[config.mk]
export PLATFORM = sky130hd
export DESIGN_NAME = fetch_unit
export DESIGN_NICKNAME = d
export VERILOG_FILES = /design/src/rtl/fetch_pkg.sv /design/src/rtl/fetch_stats.sv /design/src/rtl/fetch_unit.sv
export SDC_FILE = /design/constraint.sdc
export NUM_CORES = 1
export LEC_CHECK = 0
export ABC_CLOCK_PERIOD_IN_PS = 1900
export BUFFER_PORTS_ARGS = -buffer_cell sky130_fd_sc_hd__buf_2
export CORE_UTILIZATION = 40
export CTS_CLUSTER_DIAMETER = 120
export DETAILED_ROUTE_END_ITERATION = 16
export GPL_TIMING_DRIVEN = 0
export PLACE_DENSITY = 0.68
export SYNTH_ARGS = -nofsm -noshare
export SYNTH_HDL_FRONTEND = slang
export SYNTH_SLANG_ARGS = --single-unit
[constraint.sdc]
create_clock -name CLK -period 1.9 [get_ports CLK]
set_clock_uncertainty 0.15 [all_clocks]
set_input_delay 0.19 -clock CLK [delete_from_list [all_inputs] [get_ports CLK]]
set_output_delay 0.19 -clock CLK [all_outputs]
set_load 0.01 [all_outputs]
[src/rtl/fetch_pkg.sv]
// Shared definitions for the instruction fetch unit: state encoding, PC step and reset PC.
package fetch_pkg;

    typedef logic [1:0] fetch_state_t;

    localparam fetch_state_t FETCH = 2'd0;
    localparam fetch_state_t WAIT  = 2'd1;
    localparam fetch_state_t HOLD  = 2'd2;
    localparam fetch_state_t FAULT = 2'd3;

    localparam logic [31:0] PC_INC           = 32'd4;
    localparam logic [31:0] DEFAULT_RESET_PC = 32'h00000000;

    function automatic logic pc_aligned(input logic [31:0] pc);
        return pc[1:0] == 2'b00;
    endfunction

endpackage

[src/rtl/fetch_stats.sv]
// Fetch performance counters: accepted instructions and cycles spent fetching or waiting.
// Only instantiated when FETCH_STATS_EN is defined.
module fetch_stats (
    input  logic        clk,
    input  logic        reset,
    input  logic        fetch_inc,
    input  logic        stall_inc,
    output logic [31:0] fetch_count,
    output logic [31:0] stall_count
);

    logic [31:0] fetch_count_q;
    logic [31:0] stall_count_q;

    always_ff @(posedge clk) begin
        if (!reset) begin
            fetch_count_q <= 32'd0;
            stall_count_q <= 32'd0;
        end else begin
            if (fetch_inc) fetch_count_q <= fetch_count_q + 32'd1;
            if (stall_inc) stall_count_q <= stall_count_q + 32'd1;
        end
    end

    assign fetch_count = fetch_count_q;
    assign stall_count = stall_count_q;

endmodule

[src/rtl/fetch_unit.sv]
// Single-outstanding instruction fetch unit with flush redirect and misaligned-PC fault.
// Define FETCH_STATS_EN to add the FetchCount/StallCount performance outputs.
module fetch_unit
    import fetch_pkg::*;
#(
    parameter logic [31:0] RESET_PC = DEFAULT_RESET_PC
) (
    input  logic        CLK,
    input  logic        Reset,
    input  logic [31:0] NextPC,
    input  logic        Flush,
    input  logic [31:0] FlushPC,
    output logic        IMemReq,
    output logic [31:0] IMemAddr,
    input  logic        IMemGnt,
    input  logic        IMemRValid,
    input  logic [31:0] IMemRData,
    output logic        InstValid,
    output logic [31:0] Inst,
    output logic [31:0] InstPC,
    output logic [31:0] PC4,
    input  logic        InstReady,
    output logic        Fault
`ifdef FETCH_STATS_EN
    ,
    output logic [31:0] FetchCount,
    output logic [31:0] StallCount
`endif
);

    fetch_state_t state_q, state_d;
    logic [31:0]  pc_q, pc_d;
    logic [31:0]  inst_q, inst_d;
    logic [31:0]  inst_pc_q, inst_pc_d;
    logic         drop_q, drop_d;

    always_comb begin
        state_d   = state_q;
        pc_d      = pc_q;
        inst_d    = inst_q;
        inst_pc_d = inst_pc_q;
        drop_d    = drop_q;

        // A response that arrives while drop is set belongs to an abandoned request.
        if (IMemRValid && drop_q) drop_d = 1'b0;

        unique case (state_q)
            FETCH: begin
                if (Flush) begin
                    pc_d    = FlushPC;
                    state_d = pc_aligned(FlushPC) ? FETCH : FAULT;
                end else if (IMemReq && IMemGnt) begin
                    state_d = WAIT;
                end
            end
            WAIT: begin
                if (Flush) begin
                    pc_d    = FlushPC;
                    state_d = pc_aligned(FlushPC) ? FETCH : FAULT;
                    if (!IMemRValid) drop_d = 1'b1;
                end else if (IMemRValid && !drop_q) begin
                    inst_d    = IMemRData;
                    inst_pc_d = pc_q;
                    state_d   = HOLD;
                end
            end
            HOLD: begin
                if (Flush) begin
                    pc_d    = FlushPC;
                    state_d = pc_aligned(FlushPC) ? FETCH : FAULT;
                end else if (InstReady) begin
                    pc_d    = NextPC;
                    state_d = pc_aligned(NextPC) ? FETCH : FAULT;
                end
            end
            FAULT: begin
                if (Flush && pc_aligned(FlushPC)) begin
                    pc_d    = FlushPC;
                    state_d = FETCH;
                end
            end
            default: state_d = FETCH;
        endcase
    end

    always_ff @(posedge CLK) begin
        if (!Reset) begin
            state_q   <= FETCH;
            pc_q      <= RESET_PC;
            inst_q    <= 32'd0;
            inst_pc_q <= 32'd0;
            // Keep discarding a response still in flight from before (or during) reset.
            drop_q    <= ((state_q == WAIT) || drop_q) && !IMemRValid;
        end else begin
            state_q   <= state_d;
            pc_q      <= pc_d;
            inst_q    <= inst_d;
            inst_pc_q <= inst_pc_d;
            drop_q    <= drop_d;
        end
    end

    // Hold off a new request until any stale response has drained.
    assign IMemReq   = Reset && (state_q == FETCH) && !drop_q;
    assign IMemAddr  = pc_q;
    assign InstValid = (state_q == HOLD);
    assign Inst      = inst_q;
    assign InstPC    = inst_pc_q;
    assign PC4       = inst_pc_q + PC_INC;
    assign Fault     = (state_q == FAULT);

`ifdef FETCH_STATS_EN
    logic fetch_inc;
    logic stall_inc;

    // A flush in the handshake cycle wins, so that instruction is not counted.
    assign fetch_inc = InstValid && InstReady && !Flush;
    assign stall_inc = (state_q == FETCH) || (state_q == WAIT);

    fetch_stats u_fetch_stats (
        .clk         (CLK),
        .reset       (Reset),
        .fetch_inc   (fetch_inc),
        .stall_inc   (stall_inc),
        .fetch_count (FetchCount),
        .stall_count (StallCount)
    );
`endif

endmodule

==> impl_metrics.tcl, run 1 <==
set metrics [dict create \
    ys_types 36 \
    worstReg2RegStart "state_q[1]$_SDFFE_PN0P_" \
    grt_pass1_vias 4655 \
    register_area_um2 2036 \
    die_area_um2 12210 \
    fin_nets 945 \
    place_congestion 0.8555 \
    ant_nets 0 \
    synthCells 536 \
    ys_ff_latch 99 \
    io_buffers 231 \
    clk_pin_slew_ps 60 \
    grt_overflow 0 \
    cts.htree.levels 3 \
    violations "setup timing" \
    placed_area_um2 6042 \
    grt.total_usage_pct 23.26 \
    area_delta_synth_final_pct 51.49 \
    numCtsBuffers 9 \
    grt_pass1_wl_mm 22.91 \
    core-area_um2 11470 \
    hold_path_depth 4 \
    postLayoutCellArea_um2 7131 \
    worstHoldPathType "in2reg" \
    die_h_um 110.5 \
    grt_start_max_net_pins 16 \
    p_per_area_nw_per_um2 677.0 \
    netlist_area_um2 4707 \
    clk_path_buf_depth 2 \
    wire_per_inst_um 14.81 \
    die_w_um 110.5 \
    hpwl_mm 10.48 \
    setup_viol 25 \
    syn_nets 639 \
    io_pins 233 \
    path_max_fanout 6 \
    timing.hold.ws_ps 42.88 \
    rrSetupSlack_ps 160 \
    insertion_delay_ps 340 \
    cp.required_ps 1560 \
    peakVddDrop_mv 0.3769 \
    fillerInstances 989 \
    crit_type "reg2out" \
    hold_viol_final 0 \
    finalCriticalPeriod_ps 2179 \
    start_util_pct 41.05 \
    antenna_found_initial 0 \
    status "finished, violations left" \
    std_cell_rows 39 \
    multi_input_area_um2 2581 \
    finalWirelength_mm 14.63 \
    max_cap_violations 0 \
    end_kind "primary output" \
    tritoncts "done" \
    drtIter0Drc 196 \
    synth-seq-area-share_pct 42.11 \
    fin_crit_sh_pct 114.7 \
    ys.flop_type "dfxtp_1" \
    num_antenna_cells 0 \
    drt-pass1-iter-count 4 \
    layout-drive-gt1-share_pct 41.18 \
    async_flop_share_pct 0 \
    cts_root_buf "clkbuf_16" \
    maxSlewViolCount 0 \
    timing.final.ws_setup_ps -279.3 \
    drcViolationCount 0 \
    startpoint_type "register" \
    critPathArrivalTime_ps 1840 \
    synth-edff-count 0 \
    yosys_warnings 0 \
    clock-sinks 99 \
    min_from "FlushPC[25]" \
    route.vias.total 4907 \
    relSlewSlack_pct 61.36 \
    fmax_mhz 458.9 \
    holdPathEnd "IMemAddr[25]$_SDFFE_PN0P_" \
    post-place-ws_ps -276.2 \
    crit-reg2reg-capture "Inst[11]$_SDFFE_PN0P_" \
    tightest_slew_ps 579.5 \
    p_leak_uw 0.003496 \
    avgSynthCellArea_um2 8.782 \
    rsz0062_at_grt "yes" \
    worstRegToRegCells 7 \
    vias_per_cell 4.967 \
]
## stage by stage
step	util (%)	power [µW]	instances	TNS, ps
2_1_floorplan	-	2671	536	0
6_report	62.18	4828	988	-4755
5_1_grt	62.18	5019	988	-6942
3_5_place_dp	52.69	2993	910	-6506
4_1_cts	60.31	4850	972	-4539
3_3_place_gp	52.69	2975	910	-1720
## worst max-delay path by stage
stage	startpoint	end	slack, ps	cells past startpoint
after global placement	InstPC[9]$_SDFFE_PN0P_	PC4[31]	-240	5
after floorplan	InstPC[2]$_SDFFE_PN0P_	PC4[12]	20	5
final	InstPC[4]$_SDFFE_PN0P_	PC4[31]	-280	7
after CTS	InstPC[22]$_SDFFE_PN0P_	PC4[31]	-340	6
after global routing	InstPC[3]$_SDFFE_PN0P_	PC4[31]	-390	7
after detailed placement	InstPC[2]$_SDFFE_PN0P_	PC4[12]	-280	6
## report_power, final
group	switching, µW	internal [µW]	leakage (µW)	total (µW)
combinational	374	386	0.00254	759
sequential	84.3	2160	0.000821	2250
clock	779	1040	0.000133	1820
## Yosys cell counts (2+ instances only)
library cell,n,area (µm²)
dfxtp_1,99,1982
nand3_1,9,45.04
nand2_1,169,634.4
nand4_1,13,81.33
and4_1,2,17.52
mux2i_1,32,320.3
nor2b_1,2,12.51
xnor2_1,22,192.7
nor4_4,2,42.54
o211a_1,32,320.3
a21boi_0,54,405.4
a31oi_1,2,12.51
buf_4,13,97.59
nor2_2,2,12.51
clkbuf_1,11,41.29
a21boi_1,11,82.58
nor2_1,9,33.78
and3_1,4,25.02
xor2_1,6,52.55
buf_2,9,45.04
inv_1,6,22.52
and2_1,2,12.51
o21ai_0,5,25.02
nor3_1,3,15.01
buf_6,6,67.56
## sequential cells by signal (all words and copies together), names as in the netlist
name and count:
InstPC 32, IMemAddr 32, Inst 32, drop_q 1, state_q 2
## critical path: stages (launching register included)
cell	delay [ps]
dfxtp_4	370
nand4_1	90
buf_6	150
nor4_4	190
buf_4	190
nand4_1	170
xnor2_1	180
buf_2	160
## layout by cell type, fill, tap and decap left out, types with 7 or more instances in the layout
cell type,count
a21boi_0,54
a21boi_1,11
buf_2,239
buf_4,38
buf_6,10
clkbuf_1,11
clkbuf_16,9
dfxtp_1,80
dfxtp_2,7
dfxtp_4,12
dlygate4sd3_1,33
mux2i_1,31
nand2_1,166
nand4_1,13
o211a_1,32
xnor2_1,20
## layout make-up
class                      instances  share of cell area [%]
multi-input combinational        392                   36.20
clock buffer                      10                   3.351
sequential                        99                   28.55
clock inverter                     4                  0.7370
buffer                            39                   3.615
inverter                           6                  0.3158
timing repair buffer             295                   24.72
tap                              143                   2.509
## layer usage
layer	GRT usage, %	share of wire, %	vias to the layer above
met5	0	0	-
met4	6.933	1.4	0
met3	3.787	5.6	19
met2	41.41	51	158
met1	28.64	42	2291
li1	-	-	2439
## repair_timing
| action | 4_1_cts | 5_1_grt |
|---|---|---|
| endpoints found under the hold margin | 33 | 0 |
| hold buffers | 33 | 0 |
| pin swaps | 13 | 17 |
| endpoints found under the setup margin | 87 | 35 |
| resized for setup | 44 | 22 |
| setup buffers | 15 | 16 |
## kinds of logic (layout without fill, tap and decap cells)
group	count (synthesis)	in the layout	share of synthesized area [%]
and+or+nand+nor	224	224	21.32
AOI/OAI and AO/OA	107	107	18.47
DFF	99	99	42.11
buffers and inverters	45	354	5.821
muxes	32	32	6.805
xor gates and xnor gates	28	28	5.210
adders and majority gates	1	1	0.2658
(Power assumes the default switching activity.)
==> run 2, diff against run 1 <==
- HOLD_SLACK_MARGIN: unset -> 0.12
- PLACE_DENSITY: 0.68 -> 0.73
- SLEW_MARGIN: unset -> 25
==> run 2 against run 1 <==
The flow still finishes with violations (setup timing). Cell count is 7.5% higher. Hold slack better by 80 ps. Via count is 12% higher. Die area stayed put. Combinational power is 17% higher.
==> impl_metrics.tcl, run 2 (same netlist as run 1, synthesis figures left out) <==
set metrics [dict create \
    clock-sinks 99 \
    rsz0062_at_grt "yes" \
    clk_path_buf_depth 2 \
    max_cap_violations 0 \
    vias_per_cell 5.193 \
    grt_start_max_net_pins 17 \
    hold_viol_final 0 \
    postLayoutCoreUtil_pct 69.11 \
    end_kind "primary output" \
    wire_per_inst_um 16.03 \
    io_buffers 231 \
    layout_common_cells "239 x buf_2, 166 x nand2_1, 97 x dlygate4sd3_1, 81 x dfxtp_1, 53 x a21boi_0" \
    die_w_um 110.5 \
    fmax_mhz 456.7 \
    p_per_area_nw_per_um2 625.8 \
    placed_cells 910 \
    numCtsBuffers 9 \
    relSlewSlack_pct 66.84 \
    maxSlewViolCount 0 \
    drt-pass1-iter-count 5 \
    fin_nets 1017 \
    num_antenna_cells 0 \
    finalCriticalPeriod_ps 2189 \
    cts.htree.levels 3 \
    total_power_uw 4959 \
    io_pins 233 \
    cts_root_buf "clkbuf_16" \
    peakVddDrop_mv 0.5034 \
    worstHoldPathType "in2reg" \
    p_leak_uw 0.003891 \
    status "finished, violations left" \
    die_area_um2 12210 \
    tightest_slew_ps 497.4 \
    critPathArrivalTime_ps 1850 \
    hpwl_mm 10.63 \
    startpoint_type "register" \
    area_delta_synth_final_pct 68.37 \
    crit_type "reg2out" \
    start_util_pct 41.05 \
    core-area_um2 11470 \
    clk_pin_slew_ps 70 \
    drtIter0Drc 279 \
    cp.required_ps 1560 \
    route.vias.total 5515 \
    place_congestion 0.8950 \
    setup_viol 23 \
    grt.total_usage_pct 27.26 \
    std_cell_rows 39 \
    die_h_um 110.5 \
    timing.final.ws_setup_ps -289.4 \
    insertion_delay_ps 340 \
    path_max_fanout 5 \
    tritoncts "done" \
    antenna_found_initial 0 \
    fin_crit_sh_pct 115.2 \
    finalWirelength_mm 17.03 \
    placed_area_um2 6042 \
    grt_overflow 0 \
    final_common_cell "buf_2" \
    postLayoutCellArea_um2 7925 \
    grt_pass1_wl_mm 27.08 \
    ant_nets 0 \
    violations "setup timing" \
    layout-drive-gt1-share_pct 39.72 \
    final_cells 1062 \
    drcViolationCount 0 \
    grt_pass1_vias 5546 \
]
==> run 2: stage by stage <==
stage	hold slack, ps	setup slack (ps)	TNS [ps]
final	122.6	-289.4	-4454
after global routing	143.6	-402.5	-6537
after CTS	120.7	-227.4	-3163
after detailed placement	264.1	-297.5	-2475
after global placement	253.2	-210.5	-1219
after floorplan	112.4	19.93	0
==> run 2: worst paths after layout <==
check	startpoint	end	slack, ps	cells after the start
worst max-delay path	InstPC[8]$_SDFFE_PN0P_	PC4[27]	-290	6
worst min-delay path	FlushPC[18]	IMemAddr[18]$_SDFFE_PN0P_	120	4
worst max register to register	state_q[1]$_SDFFE_PN0P_	IMemAddr[14]$_SDFFE_PN0P_	100	7
worst min register to register	Inst[30]$_SDFFE_PN0P_	Inst[30]$_SDFFE_PN0P_	310	2
==> run 2: final cells by class <==
cell class,instances,area (µm²)
fill,810,3542
multi-input combinational,392,2649
timing repair buffer,367,2482
sequential,99,2034
buffer,39,264.0
clock buffer,10,229.0
tap,143,178.9
clock inverter,6,65.06
inverter,6,22.52
==> run 2: power breakdown <==
group | switching [µW] | leakage (µW) | total (µW) | internal [µW]
Clock | 795 | 0.000143 | 1820 | 1020
Combinational | 412 | 0.00293 | 890 | 477
Sequential | 88.0 | 0.000821 | 2250 | 2160
==> run 2: critical path, cell delays in order, from the launching register on <==
cell     delay [ps]
dfxtp_4         360
nand4_1         190
nor4_4          310
buf_4           190
nand4_1         140
xnor2_1         170
buf_2           150
==> run 2: timing repair <==
action,4_1_cts,5_1_grt
buffers inserted,29,12
setup endpoints to repair,34,33
cloned,0,0
endpoints found under the hold margin,67,0
hold buffers,97,0
gates resized for setup,62,25
pin swaps,23,17
==> run 2: layer usage <==
metal  part of all wire [%]  routed length [µm]  GRT usage (%)  vias to the layer above
li1                       -                   -              -                     2587
met1                     40                6792          31.40                     2589
met2                     51                8722          48.86                      280
met3                    5.7                 976          4.555                       59
met4                    3.1                 536          12.80                        0
met5                      0                   0              0                        -
